==> src/rtl/winograd_accumulator.sv <==
// winograd_accumulator: resolves the carry-save pair from the 12:2 compressor,
// accumulates ACC_LEN valid results with signed saturation and queues each
// finished sum in a first-word-fall-through FIFO drained over valid/ready.
//
// Ports:
//   clk_i          clock, all state updates on the rising edge
//   rst_ni         synchronous active-low reset
//   in_valid_i     in_0_i/in_1_i carry a valid redundant pair
//   in_0_i/in_1_i  redundant operands (IN_WIDTH)
//   in_ready_o     FIFO not full (advisory, upstream cannot stall)
//   out_valid_o    FIFO non-empty
//   out_ready_i    consumer accepts the head this cycle
//   out_data_o     FIFO head, signed result (ACC_WIDTH)
//   out_sat_o      saturation flag of the head result
//   err_overflow_o sticky: a finished result was dropped
module winograd_accumulator #(
    parameter int unsigned IN_WIDTH   = 24,
    parameter int unsigned ACC_WIDTH  = 32,
    parameter int unsigned ACC_LEN    = 16,
    parameter int unsigned FIFO_DEPTH = 4
) (
    input  logic                 clk_i,
    input  logic                 rst_ni,
    input  logic                 in_valid_i,
    input  logic [IN_WIDTH-1:0]  in_0_i,
    input  logic [IN_WIDTH-1:0]  in_1_i,
    output logic                 in_ready_o,
    output logic                 out_valid_o,
    input  logic                 out_ready_i,
    output logic [ACC_WIDTH-1:0] out_data_o,
    output logic                 out_sat_o,
    output logic                 err_overflow_o
);

    localparam int unsigned CntW   = (ACC_LEN > 1) ? $clog2(ACC_LEN) : 1;
    localparam int unsigned PtrW   = $clog2(FIFO_DEPTH);
    localparam int unsigned FillW  = PtrW + 1;
    localparam logic [CntW-1:0]      CntLast = CntW'(ACC_LEN - 1);
    localparam logic [FillW-1:0]     FillMax = FillW'(FIFO_DEPTH);
    localparam logic [ACC_WIDTH-1:0] MaxVal  = {1'b0, {(ACC_WIDTH-1){1'b1}}};
    localparam logic [ACC_WIDTH-1:0] MinVal  = {1'b1, {(ACC_WIDTH-1){1'b0}}};

    // Resolve stage
    logic                res_valid_q;
    logic [IN_WIDTH-1:0] res_q;

    always_ff @(posedge clk_i) begin
        if (!rst_ni) begin
            res_valid_q <= 1'b0;
            res_q       <= '0;
        end else begin
            res_valid_q <= in_valid_i;
            if (in_valid_i) begin
                res_q <= in_0_i + in_1_i;
            end
        end
    end

    // Accumulate stage
    logic [ACC_WIDTH-1:0] acc_q, acc_d;
    logic [CntW-1:0]      cnt_q, cnt_d;
    logic                 sat_q, sat_d;
    logic [ACC_WIDTH:0]   sum_wide;
    logic                 sum_ovf;
    logic [ACC_WIDTH-1:0] sum_sat;
    logic                 grp_done;

    // One guard bit: the two top bits disagree exactly on signed overflow.
    assign sum_wide = {acc_q[ACC_WIDTH-1], acc_q}
                    + {{(ACC_WIDTH+1-IN_WIDTH){res_q[IN_WIDTH-1]}}, res_q};
    assign sum_ovf  = sum_wide[ACC_WIDTH] ^ sum_wide[ACC_WIDTH-1];
    assign sum_sat  = sum_ovf ? (sum_wide[ACC_WIDTH] ? MinVal : MaxVal)
                              : sum_wide[ACC_WIDTH-1:0];
    assign grp_done = res_valid_q && (cnt_q == CntLast);

    always_comb begin
        acc_d = acc_q;
        cnt_d = cnt_q;
        sat_d = sat_q;
        if (res_valid_q) begin
            if (grp_done) begin
                acc_d = '0;
                cnt_d = '0;
                sat_d = 1'b0;
            end else begin
                acc_d = sum_sat;
                cnt_d = cnt_q + CntW'(1);
                sat_d = sat_q | sum_ovf;
            end
        end
    end

    always_ff @(posedge clk_i) begin
        if (!rst_ni) begin
            acc_q <= '0;
            cnt_q <= '0;
            sat_q <= 1'b0;
        end else begin
            acc_q <= acc_d;
            cnt_q <= cnt_d;
            sat_q <= sat_d;
        end
    end

    // Result FIFO
    logic [ACC_WIDTH-1:0] mem_data_q [FIFO_DEPTH];
    logic                 mem_sat_q  [FIFO_DEPTH];
    logic [PtrW-1:0]      wr_ptr_q, rd_ptr_q;
    logic [FillW-1:0]     fill_q, fill_d;
    logic                 fifo_full, fifo_empty;
    logic                 pop, push, drop;

    assign fifo_full  = (fill_q == FillMax);
    assign fifo_empty = (fill_q == '0);
    assign pop        = !fifo_empty && out_ready_i;
    // When full, a simultaneous pop frees the slot the push writes into.
    assign push       = grp_done && (!fifo_full || pop);
    assign drop       = grp_done && fifo_full && !pop;

    always_comb begin
        fill_d = fill_q;
        if (push && !pop) begin
            fill_d = fill_q + FillW'(1);
        end else if (pop && !push) begin
            fill_d = fill_q - FillW'(1);
        end
    end

    always_ff @(posedge clk_i) begin
        if (!rst_ni) begin
            wr_ptr_q       <= '0;
            rd_ptr_q       <= '0;
            fill_q         <= '0;
            err_overflow_o <= 1'b0;
        end else begin
            fill_q <= fill_d;
            if (push) begin
                wr_ptr_q <= wr_ptr_q + PtrW'(1);
            end
            if (pop) begin
                rd_ptr_q <= rd_ptr_q + PtrW'(1);
            end
            if (drop) begin
                err_overflow_o <= 1'b1;
            end
        end
    end

    // Storage needs no reset: every read is gated by the fill count.
    always_ff @(posedge clk_i) begin
        if (push) begin
            mem_data_q[wr_ptr_q] <= sum_sat;
            mem_sat_q[wr_ptr_q]  <= sat_q | sum_ovf;
        end
    end

    assign in_ready_o  = !fifo_full;
    assign out_valid_o = !fifo_empty;
    assign out_data_o  = fifo_empty ? '0 : mem_data_q[rd_ptr_q];
    assign out_sat_o   = fifo_empty ? 1'b0 : mem_sat_q[rd_ptr_q];

endmodule

==> config.mk <==
export PLATFORM = sky130hd
export DESIGN_NAME = winograd_accumulator
export DESIGN_NICKNAME = d
export VERILOG_FILES = /design/src/rtl/winograd_accumulator.sv
export SDC_FILE = /design/constraint.sdc
export NUM_CORES = 1
export LEC_CHECK = 0
export CORE_MARGIN = 2
export CORE_UTILIZATION = 55
export CTS_BUF_LIST = sky130_fd_sc_hd__clkbuf_2 sky130_fd_sc_hd__clkbuf_4 sky130_fd_sc_hd__clkbuf_8
export DETAILED_ROUTE_END_ITERATION = 12
export PLACE_DENSITY = 0.79
export SYNTH_ARGS = -nofsm -noshare
export SYNTH_HDL_FRONTEND = slang
export SYNTH_SLANG_ARGS = --single-unit
==> constraint.sdc <==
create_clock -name clk_i -period 3.2 [get_ports clk_i]
set_clock_uncertainty 0.05 [all_clocks]
set_input_delay 0.64 -clock clk_i [delete_from_list [all_inputs] [get_ports clk_i]]
set_output_delay 0.64 -clock clk_i [all_outputs]
set_load 0.01 [all_outputs]
==> impl_metrics.tcl <==
set metrics [dict create \
    p_leak_nw 5.08 \
    cpPeakStageDelay_ns 0.44 \
    startpoint_type "flip-flop" \
    synth_enable_flop_cells 132 \
    place.gp.congestion 0.888 \
    async_reset_ff_share_pct 0 \
    synth_top_cell_by_area "edfxtp_1" \
    io_pins 88 \
    ir_worst_vdd_v 0.000312 \
    yosysWarningCount 0 \
    timing.final.crit_share_pct 97.5 \
    syn2layout_area_growth_pct 23.8 \
    worstPathCellList "ha_4, buf_4, nand2_1, or4_4, nor3_4, a32o_2, a31oi_2, o21ai_4, mux2i_4, buf_12, nor2_1, a221o_1" \
    rows 51 \
    die_y_um 144 \
    wl_per_cell_um 16.0 \
    startpoint "res_q[23]" \
    end_kind "flip-flop" \
    dpl.hpwl_mm 15.9 \
    grt_pass1_vias 7559 \
    hp-class "reg -> reg" \
    nNetsFinal 1204 \
    fillCellCount 1402 \
    arrival_ns 3.48 \
    numCtsBuffers 29 \
    dpl_cell_area_um2 12400 \
    slowest_stage "or4_4" \
    synth_xor_area_share_pct 4.25 \
    synth_compound_area_share_pct 14.8 \
    initial_core_util_pct 55.6 \
    die_x_um 144 \
    cts.sinks 204 \
    routed-via-count 7682 \
    synthAdderAreaFrac_pct 7.69 \
    die_area_um2 20600 \
    syn_area_um2 10700 \
    worst_pin_slew_ns 0.496 \
    place_ws_ns -0.148 \
    synthMuxAreaShare_pct 8.75 \
    pwr-share-seq_pct 41.5 \
    core_um2 19300 \
    grt_util_all_layers_pct 22.0 \
    viasPerCell 5.59 \
    cts-root-buf "clkbuf_8" \
    slew_headroom_pct 66.9 \
    max-cap-violations 0 \
    critical_path_required_ns 3.56 \
    cts_tree "done" \
    antenna_found_initial 0 \
    final_layout_size_suffix_gt1_share_pct 19.5 \
    hold_viol_final 0 \
    synth_area_leaders "edfxtp_1 37%, dfxtp_1 13%, ha_1 7.1%" \
    power_density_nw_per_um2 549 \
    p_clk_share_pct 30.2 \
    remaining_drc_errors 0 \
    antenna_cells 0 \
    htree_levels 1 \
    status "complete, no violations" \
    syn-num-nets 1038 \
    finalWirelength_mm 22.0 \
    fmax_mhz 321 \
    whs_ns 0.416 \
    overflow 0 \
    critical_path.max_fanout 20 \
    setup-violations-final 0 \
    clk_pin_slew_worst_paths_ns 0.06 \
    clockBufferDepth 3 \
    seq_area_frac_synth_pct 50.5 \
    hp-start "acc_q[4]" \
    first_pass_iters 5 \
    rsz0062_at_grt "true" \
    swShare_pct 27.3 \
    switching_power_mw 1.99 \
    yosysUniqueCellTypes 65 \
    synth.avg_cell_area_um2 11.6 \
    comb_power_share_pct 28.3 \
    finalCriticalPeriod_ns 3.12 \
    clk_latency_ns 0.54 \
    timing.rr.start "res_q[23]" \
    slew_violations 0 \
    fin_setup_tns_ns 0 \
    critPathKind "reg -> reg" \
    setup_slack_ns 0.0801 \
    synth-simple-area-share_pct 11.1 \
    drtIter0Drc 490 \
    synth.top_cells.by_count "132 x edfxtp_1, 72 x dfxtp_1, 70 x nand2_1" \
    synth_top_area_share_pct 37.0 \
    syn_inst 922 \
    synth_top_family_by_area "compound AO/OA/AOI/OAI gates" \
    ys.flop_type "edfxtp_1" \
    portBuffers 87 \
    grt_max_degree 37 \
    internal_power_mw 5.30 \
    grt_pass1_wl_mm 36.5 \
    yosysMostFrequentCell "edfxtp_1" \
    ant_nets 0 \
    ys_ff_latch 204 \
    final_area_um2 13300 \
]
-- state kept, by name, summed over array words and instances, names as in the netlist, named ones only --
register,count
res_q,24
sat_q,1
mem_data_q,128
rd_ptr_q,2
acc_q,32
res_valid_q,1
fill_q,3
err_overflow_o,1
wr_ptr_q,2
mem_sat_q,4
cnt_q,4
-- metrics by stage --
stage	utilization, %	cells	total power [mW]
final	68.8	1375	7.28
after detailed placement	64.3	1315	5.09
after CTS	67.7	1368	7.28
after global routing	68.8	1375	7.65
after floorplan	-	922	4.20
after global placement	64.3	1315	5.04
-- worst max-delay path, delay by kind of cell, from the launching register on --
kind	cells	cell delay [ns]
adder cells (fa/ha/maj)	1	0.30
flip-flops	1	0.41
AND/OR/NAND/NOR	4	0.75
multiplexers	1	0.35
buffers and inverters	2	0.30
AO/OA/AOI/OAI	4	0.84
-- power groups by stage --
stage	Sequential (mW)	Combinational, mW	Clock (mW)
after floorplan	3.04	1.16	0
after global placement	3.08	1.96	0
after detailed placement	3.08	2.01	0
after CTS	3.03	2.02	2.23
after global routing	3.03	2.28	2.34
final	3.03	2.06	2.20
-- repair_timing --
item | CTS | global route
resized for setup | 3 | 34
hold buffers | 0 | 0
setup endpoints to repair | 115 | 156
pin swaps | 0 | 6
gates cloned | 0 | 0
setup buffers | 0 | 7
-- layout make-up --
class / count / area (um2) / share of cell area [%]
flip-flops and latches: 204 / 5420 / 40.8
well taps: 265 / 332 / 2.50
clock inverters: 12 / 140 / 1.06
clock buffers: 41 / 502 / 3.78
inverters: 27 / 101 / 0.764
repair buffers: 177 / 1620 / 12.2
multi-input cells: 649 / 5160 / 38.9
-- layer usage --
metal	vias to the layer above	part of all wire, %	GRT usage [%]
met4	0	1.5	5.42
met2	190	48	37.4
li1	3831	-	-
met5	-	0	0
met1	3637	46	30.5
met3	24	4.8	2.37
-- worst paths after layout --
check,to,slack (ns),cells past startpoint
worst min register to register,acc_q[4],0.42,2
worst min-delay path,acc_q[4],0.42,2
worst max register to register,acc_q[0],0.08,12
worst max-delay path,acc_q[0],0.08,12
-- cell usage in the layout (no fill, tap or decap), types with 5 or more instances in the layout --
cell type / netlist / final
a21o_1: 22 / 22
buf_12: 0 / 5
clkdlybuf4s50_1: 0 / 87
inv_1: 24 / 24
o21ai_1: 32 / 28
clkbuf_8: 0 / 31
o311ai_1: 29 / 29
clkinv_1: 2 / 5
o21ai_2: 0 / 7
nand3_1: 18 / 18
mux4_2: 33 / 33
o21a_1: 9 / 9
o21ai_0: 27 / 24
clkbuf_4: 0 / 10
xnor2_1: 28 / 28
buf_4: 0 / 83
nand2_1: 70 / 69
a21oi_1: 60 / 58
nor2b_1: 8 / 7
and2_1: 41 / 41
mux2i_1: 16 / 14
dfxtp_1: 72 / 68
edfxtp_1: 132 / 132
o211ai_1: 7 / 7
ha_4: 0 / 6
ha_1: 61 / 52
a211oi_1: 8 / 8
nor3_1: 5 / 5
xor2_1: 24 / 24
nand4_1: 6 / 6
nand2b_1: 12 / 11
o21bai_1: 14 / 14
nor2_1: 62 / 62
-- cell families after synthesis --
kind of cell | Yosys count
adder cells (fa/ha/maj) | 64
multiplexers | 51
flip-flops | 204
AND/OR/NAND/NOR | 243
buffers and inverters | 69
AO/OA/AOI/OAI | 239
XOR/XNOR | 52
Note: power is estimated with default switching activity, not from simulation.
